## config.mk

```make
export PLATFORM = sky130hd
export DESIGN_NAME = anc_ctrl
export DESIGN_NICKNAME = d
export VERILOG_FILES = /design/src/rtl/anc_pkg.sv /design/src/rtl/saturate.sv /design/src/rtl/anc_ctrl.sv
export SDC_FILE = /design/constraint.sdc
export NUM_CORES = 1
export LEC_CHECK = 0
export ABC_AREA = 1
export ABC_CLOCK_PERIOD_IN_PS = 8150
export BUFFER_PORTS_ARGS = -buffer_cell sky130_fd_sc_hd__buf_2
export CAP_MARGIN = 10
export CORE_MARGIN = 8
export CORE_UTILIZATION = 50
export CTS_CLUSTER_DIAMETER = 80
export DETAILED_ROUTE_END_ITERATION = 12
export GPL_TIMING_DRIVEN = 1
export PLACE_DENSITY = 0.71
export SKIP_LAST_GASP = 1
export SLEW_MARGIN = 40
export SYNTH_ARGS = -nofsm -noshare
export SYNTH_HDL_FRONTEND = slang
export SYNTH_SLANG_ARGS = --single-unit
```

## constraint.sdc

```tcl
create_clock -name clk -period 8.15 [get_ports clk]
set_input_delay 0 -clock clk [delete_from_list [all_inputs] [get_ports clk]]
set_output_delay 0 -clock clk [all_outputs]
set_load 0.02 [all_outputs]
```

## src/rtl/anc_pkg.sv

```systemverilog
// rtl/anc_pkg.sv - shared widths and FSM encoding for the ANC sequencer
package anc_pkg;

  // Q1.15 sample width and full err*mu product width
  localparam int QW = 16;
  localparam int PW = 32;

  typedef enum logic [1:0] {
    IDLE = 2'd0,
    CALC = 2'd1,
    GO   = 2'd2,
    WAIT = 2'd3
  } state_t;

endpackage

```

## src/rtl/saturate.sv

```systemverilog
// rtl/saturate.sv - signed saturation from IW bits down to OW bits
module saturate #(
  parameter int IW = 17,
  parameter int OW = 16
) (
  input  logic signed [IW-1:0] din,
  output logic signed [OW-1:0] dout
);

  localparam logic signed [OW-1:0] MAXV = {1'b0, {(OW-1){1'b1}}};
  localparam logic signed [OW-1:0] MINV = {1'b1, {(OW-1){1'b0}}};

  // Bits that must all agree with the output sign bit for the value to fit
  logic [IW-OW:0] top;
  assign top = din[IW-1:OW-1];

  // Pass through when the dropped bits are pure sign extension, else clamp
  always_comb begin
    dout = din[OW-1:0];
    if (!(&top) && (|top)) begin
      dout = din[IW-1] ? MINV : MAXV;
    end
  end

endmodule

```

## src/rtl/anc_ctrl.sv

```systemverilog
// rtl/anc_ctrl.sv - per-frame LMS step and FIR launch sequencer with pending slot and watchdog
module anc_ctrl
  import anc_pkg::*;
#(
  parameter int TAPS    = 256,
  parameter int TIMEOUT = 2 * TAPS,
  parameter int TW      = 10
) (
  input  logic                 clk,
  input  logic                 rst,
  input  logic                 enable,
  input  logic                 sample_valid,
  input  logic signed [QW-1:0] ref_in,
  input  logic signed [QW-1:0] err_in,
  input  logic signed [QW-1:0] offset_in,
  input  logic signed [QW-1:0] mu,
  output logic signed [QW-1:0] x_in,
  output logic signed [QW-1:0] a_in,
  output logic signed [QW-1:0] weight_adjust,
  output logic                 fir_go,
  input  logic                 fir_done,
  input  logic signed [QW-1:0] fir_out,
  output logic signed [QW-1:0] anti_noise,
  output logic                 anti_valid,
  output logic                 busy,
  output logic                 overrun,
  output logic                 timeout_err
);

  state_t               state;
  logic signed [QW-1:0] ref_r, off_r;
  logic signed [PW-1:0] prod_r;
  logic signed [QW-1:0] pend_ref, pend_err, pend_off, pend_mu;
  logic                 pend_v;
  logic [TW-1:0]        wd_cnt;

  logic                 take_new;
  logic signed [QW-1:0] src_ref, src_err, src_off, src_mu;
  logic signed [PW-1:0] prod_next;
  logic signed [QW-1:0] step_sat;
  logic                 prod_lsb_unused;

  assign take_new = sample_valid && enable;

  // A queued sample always wins over a live one in IDLE
  assign src_ref = pend_v ? pend_ref : ref_in;
  assign src_err = pend_v ? pend_err : err_in;
  assign src_off = pend_v ? pend_off : offset_in;
  assign src_mu  = pend_v ? pend_mu  : mu;

  // Product is registered on entry to CALC so the saturated step can be
  // registered at the end of CALC and be stable alongside fir_go
  assign prod_next = src_err * src_mu;

  // Q1.15 * Q1.15 = Q2.30; bits [31:15] realign to Q1.15 with one guard bit
  saturate #(.IW(PW - QW + 1), .OW(QW)) u_sat (
    .din  (prod_r[PW-1:QW-1]),
    .dout (step_sat)
  );

  // Fractional bits below Q1.15 resolution are intentionally discarded
  assign prod_lsb_unused = ^prod_r[QW-2:0];

  // Sequencer FSM, pending slot, sticky flags and watchdog
  always_ff @(posedge clk) begin
    if (rst) begin
      state         <= IDLE;
      ref_r         <= '0;
      off_r         <= '0;
      prod_r        <= '0;
      pend_ref      <= '0;
      pend_err      <= '0;
      pend_off      <= '0;
      pend_mu       <= '0;
      pend_v        <= 1'b0;
      wd_cnt        <= '0;
      x_in          <= '0;
      a_in          <= '0;
      weight_adjust <= '0;
      fir_go        <= 1'b0;
      anti_noise    <= '0;
      anti_valid    <= 1'b0;
      busy          <= 1'b0;
      overrun       <= 1'b0;
      timeout_err   <= 1'b0;
    end else begin
      fir_go     <= 1'b0;
      anti_valid <= 1'b0;

      case (state)
        IDLE: begin
          if (pend_v || take_new) begin
            ref_r  <= src_ref;
            off_r  <= src_off;
            prod_r <= prod_next;
            state  <= CALC;
            busy   <= 1'b1;
          end
          // Consuming the slot frees it for a sample arriving this very cycle
          if (pend_v) begin
            pend_v <= take_new;
            if (take_new) begin
              pend_ref <= ref_in;
              pend_err <= err_in;
              pend_off <= offset_in;
              pend_mu  <= mu;
            end
          end
        end
        CALC: begin
          x_in          <= ref_r;
          a_in          <= off_r;
          weight_adjust <= step_sat;
          fir_go        <= 1'b1;
          state         <= GO;
        end
        GO: begin
          wd_cnt <= '0;
          state  <= WAIT;
        end
        WAIT: begin
          if (fir_done) begin
            anti_noise <= fir_out;
            anti_valid <= 1'b1;
            state      <= IDLE;
            busy       <= 1'b0;
          end else if (wd_cnt == TW'(TIMEOUT - 2)) begin
            // wd_cnt lags the fir_go cycle by one, so this fires TIMEOUT cycles after fir_go
            timeout_err <= 1'b1;
            state       <= IDLE;
            busy        <= 1'b0;
          end else begin
            wd_cnt <= wd_cnt + 1'b1;
          end
        end
        default: begin
          state <= IDLE;
          busy  <= 1'b0;
        end
      endcase

      // Samples arriving mid-pass go to the one-deep slot, or are dropped
      if (state != IDLE && take_new) begin
        if (pend_v) begin
          overrun <= 1'b1;
        end else begin
          pend_v   <= 1'b1;
          pend_ref <= ref_in;
          pend_err <= err_in;
          pend_off <= offset_in;
          pend_mu  <= mu;
        end
      end
    end
  end

endmodule

```

# ---- Word level (Yosys, flattened, before mapping)
# Index checks and enable logic that the tools add are counted.
dict set report op_classes {
  add_sub_neg 1
  multipliers 1
  n_eq_ne 8
  n_mux 43
  n_bitwise 2
  reduce_logical 19
}
# cell n
set op_table {}
lappend op_table {{$mux W16} 26}
lappend op_table {{$mul A16 B16 Y32} 1}
lappend op_table {{$mux W10} 2}
lappend op_table {{$pmux W10 S2} 1}
lappend op_table {{$add A10 B1 Y10 const B} 1}
lappend op_table {{$eq A10 B9 Y1 const B} 1}
lappend op_table {{$reduce_and A2 Y1} 5}
lappend op_table {{$mux W1} 9}
lappend op_table {{$reduce_and A3 Y1} 3}
lappend op_table {{$pmux W2 S4} 1}
lappend op_table {{$mux W2} 3}
lappend op_table {{$ne A2 B2 Y1 const B} 3}
lappend op_table {{$reduce_bool A2 Y1} 3}
lappend op_table {{$eq A2 B2 Y1 const B} 2}
lappend op_table {{$reduce_or A2 Y1} 2}
lappend op_table {{$logic_and A1 B1 Y1} 3}
lappend op_table {{$ne A3 B3 Y1 const B} 1}
lappend op_table {{$eq A2 B1 Y1 const B} 1}
lappend op_table {{$logic_not A2 Y1} 1}
lappend op_table {{$not A1 Y1} 2}
lappend op_table {{$pmux W1 S2} 1}
lappend op_table {{$logic_not A1 Y1} 1}
lappend op_table {{$logic_or A1 B1 Y1} 1}
dict set report word_totals {
  ff_bits 210
  output_inout_bits 69
  wordCells 93
}

# ---- Logic depth before layout (Yosys ltp)
dict set report logic_depth {
  ltp_word 6
  depth_mapped 32
  ltp_nobuf 29
}

# ---- Cells and area by module
# A second synthesis with hierarchy kept.
dict set report unflattened {
  cells_unflattened 2323
  hier_area_um2 17813.3
}
# mod n_inst cells_each area_per_inst_um2 seq_area_each_um2
set by_module_without_submodules {}
lappend by_module_without_submodules {anc_ctrl 1 2285 17589.4 3903.7}
lappend by_module_without_submodules {saturate 1 38 224.0 0.0}

# ---- Worst setup path after synthesis
# OpenSTA, ideal clock, no wires.
dict set report synth_path {
  kind {register to register}
  from {register pend_v}
  to {register prod_r[31]}
  t_arrival_ps 6054
  slack_ps 1979
  path_stages_with_launch 27
  path_buffers 3
  synth_period_minus_slack_ps 6171
  path_cell_list {dfxtp_1 buf_6 inv_4 buf_6 o21ai_0 inv_1 clkbuf_1 nor2_1 fa_1 fa_1 inv_1 fa_1 inv_1 fa_1 fa_1 fa_1 ha_1 nand2_1 nor2_1 inv_1 nor3_1 and2_1 nand2_1 nand3_1 nand2_1 nor2_1 nor2_1}
}
dict set report synth_via {
  elab_chain_len 2
  word_cells_on_any_way 5
  classes_between {mul (1); mux (2); reduce/logical (2)}
}
# item line
set synth_rtl {}
lappend synth_rtl {{start, declared} anc_ctrl.sv:34} ;# logic pend_v;
lappend synth_rtl {{start signal, assigned} anc_ctrl.sv:101} ;# pend_v <= take_new;
lappend synth_rtl {{$mux W16, or another cell as far along} anc_ctrl.sv:47} ;# assign src_err = pend_v ? pend_err : err_in;
lappend synth_rtl {{$mul A16 B16 Y32 / $reduce_and A2 Y1 (equally long branches)} --}
lappend synth_rtl {{end signal, assigned} anc_ctrl.sv:95} ;# prod_r <= prod_next;
lappend synth_rtl {{end, declared} anc_ctrl.sv:32} ;# logic signed [PW-1:0] prod_r;
# Parallel ways exist; a longest one is shown, timed or not.
# A chain may end at the register's enable or synchronous reset.

# ---- Final worst setup path
dict set report layout_path {
  from {register pend_v}
  to {register prod_r[20]}
}
# The elaborated chain is that of the path after synthesis.

==> flow_summary.json <==
{
  "outcome": "finished clean",
  "yosysUniqueCellTypes": 39,
  "end_kind": "flip-flop",
  "synthFlopType": "dfxtp_1",
  "cts_tree": "done",
  "avgSynthCellArea_um2": 7.74,
  "die_height_um": 204,
  "ff2ff_setup_slack_ns": 0.80,
  "die_w_um": 204,
  "ys_warn_count": 0,
  "drc": 0,
  "syn_area_um2": 17700,
  "first_pass_iters": 6,
  "fin_tns_setup_ns": 0,
  "hold_violations": 0,
  "synthTopCellsByCount": "451 x inv_1, 416 x nor2_1, 357 x nand2_1, 261 x fa_1, 195 x dfxtp_1",
  "vias": 15400,
  "path_clk_slew_ns": 0.07,
  "fmax_mhz": 136,
  "diodes": 0,
  "yosys.area_share.simple_pct": 18.6,
  "hpwl_mm": 38.4,
  "grt_usage_pct": 25.0,
  "syn_inst": 2284,
  "grt_antenna_before_repair": 0,
  "port_buffers": 153,
  "fin_crit_ns": 7.35,
  "hp-class": "in2reg",
  "start_util_pct": 50.2,
  "io_pins": 154,
  "viasPerCell": 5.24,
  "whs_path_depth": 5,
  "worst_pin_slew_ns": 0.917,
  "grt_pass1_vias": 16000,
  "setup_violations": 0,
  "hold_buffers": 83,
  "grt_max_degree": 139,
  "synthMuxAreaShare_pct": 0,
  "gr-total-overflow": 0,
  "fin_skew_ns": 0.0210,
  "min-delay-start": "sample_valid",
  "r2r-end": "prod_r[20]$_SDFFE_PP0P_",
  "synth_fp_nets": 2717,
  "cts_resized": 0,
  "clock_sinks": 195,
  "ys_ff_latch": 195,
  "startpoint": "pend_v$_SDFF_PP0_",
  "post_cts_buffers": 0,
  "synth_edf_count": 0,
  "critical_path.startpoint_type": "flip-flop",
  "synth_top_family_by_area": "adder cells",
  "fp-row-count": 69,
  "hold_ws_ns": 0.0558,
  "worstSkewPairLatency_ns": 0.45,
  "root_buffer": "clkbuf_16",
  "rr_startpoint": "pend_v$_SDFF_PP0_",
  "synth_top_area_cell": "fa_1",
  "cts.htree.levels": 4,
  "core-area_um2": 35200,
  "slew_headroom_pct": 38.9,
  "fillers": 3224,
  "grt_pass1_wl_mm": 83.3,
  "async_flop_share_pct": 0,
  "synth_top_area_share_pct": 29.6,
  "final_max_slew_viol_count": 0,
  "routedWlPerCell_um": 17.0,
  "worst_r2r_path_depth": 25,
  "die_area_um2": 41600,
  "cp.arrival_ns": 7.70,
  "synth_area_leaders": "fa_1 30%, dfxtp_1 22%, inv_1 9.6%, nor2_1 8.8%, nand2_1 7.6%",
  "first_iter_violations": 1177,
  "post-route-period-util_pct": 90.2,
  "final_nets": 2904,
  "clockBufferDepth": 2,
  "yosysMostFrequentCell": "inv_1",
  "drive_above_1_share_pct": 9.30,
  "rsz0062_at_grt": "no",
  "synthAdderAreaFrac_pct": 35.7,
  "syn2layout_area_growth_pct": 14.6,
  "maxCapViolations": 0,
  "place.gp.congestion": 0.956,
  "min_to": "pend_v$_SDFF_PP0_",
  "crit_fanout": 47,
  "cp.required_ns": 8.50,
  "ant_nets": 0,
  "synth_compound_area_share_pct": 11.2,
  "cts_made_buffers": 17,
  "drt-total-wl_mm": 50.1,
  "worstSetupPathType": "reg2reg",
  "synth_seq_area_share_pct": 22.1,
  "synth-xor-area-share_pct": 0.496
}
## cell families (layout without fill, tap and decap cells)
family | after synthesis | in the layout
simple gates | 844 | 844
fa+ha+maj | 348 | 348
flops | 195 | 195
xor+xnor | 10 | 10
buf+inv | 550 | 749
compound gates | 337 | 337
## worst max path at each step
stage / to / slack, ns / depth (start not counted)
after floorplan: prod_r[31]$_SDFFE_PP0P_ / 1.98 / 26
after global placement: prod_r[20]$_SDFFE_PP0P_ / 0.81 / 25
after detailed placement: prod_r[20]$_SDFFE_PP0P_ / 0.79 / 25
after CTS: prod_r[20]$_SDFFE_PP0P_ / 0.77 / 25
after global routing: prod_r[20]$_SDFFE_PP0P_ / 0.30 / 25
final: prod_r[20]$_SDFFE_PP0P_ / 0.80 / 25
## per-stage QoR
stage	util [%]	area [um2]	std cells	setup WS, ns
finish	57.5	20200	2944	0.801
global route	57.5	20200	2944	0.305
CTS	57.4	20200	2944	0.772
detailed placement	53.4	18800	2830	0.788
global placement	53.4	18800	2830	0.813
floorplan	-	17700	2284	1.98
## worst max-delay path, cell delays in order (launching register included)
cell      delay, ns
dfxtp_2        0.33
inv_4          0.34
buf_4          0.50
nand2_1        0.09
nand2_1        0.30
inv_1          0.36
nand2_1        0.18
fa_1           0.45
fa_1           0.49
inv_1          0.05
fa_1           0.56
fa_1           0.45
fa_1           0.49
inv_1          0.05
fa_1           0.48
inv_1          0.05
ha_1           0.39
a21oi_1        0.25
a21boi_0       0.53
o21ai_0        0.27
inv_1          0.11
o211ai_1       0.15
nand2_1        0.09
nand2_1        0.04
o21ai_0        0.17
inv_1          0.05
## placed cells by master, fill, tap and decap left out, drive strengths merged, types with 11 or more instances in the layout
cell type    count
a211oi          28
a21oi           49
a31oi           38
buf            174
clkbuf          20
clkinv          11
dfxtp          195
dlygate4sd3     83
fa             261
ha              87
inv            457
nand2          360
nand3           33
nor2           419
nor3            16
o21ai          182
o221ai          15
## final cells by class
type,instances,area (um2),area share [%]
Clock inverter,12,146,0.723
Clock buffer,19,433,2.14
Tap cell,461,577,2.85
Timing Repair Buffer,258,1780,8.77
Multi-Input combinational cell,1539,11700,57.7
Inverter,460,1730,8.55
Sequential cell,195,3910,19.3
## registers in the layout (all words and copies together) (netlist names), 16 cells and up
name,count
prod_r,17
a_in,16
anti_noise,16
off_r,16
pend_err,16
pend_mu,16
pend_off,16
pend_ref,16
ref_r,16
weight_adjust,16
x_in,16
## metal layers
layer | vias up | routed length (um) | track usage, %
met5 | - | 0 | 0
met4 | 0 | 1570 | 9.21
met3 | 92 | 3720 | 5.52
met2 | 538 | 24300 | 42.2
met1 | 7459 | 20500 | 31.1
li1 | 7336 | - | -
Power is not shown: default switching activity piles up to over one toggle a cycle in this logic, so the estimate is an artifact.
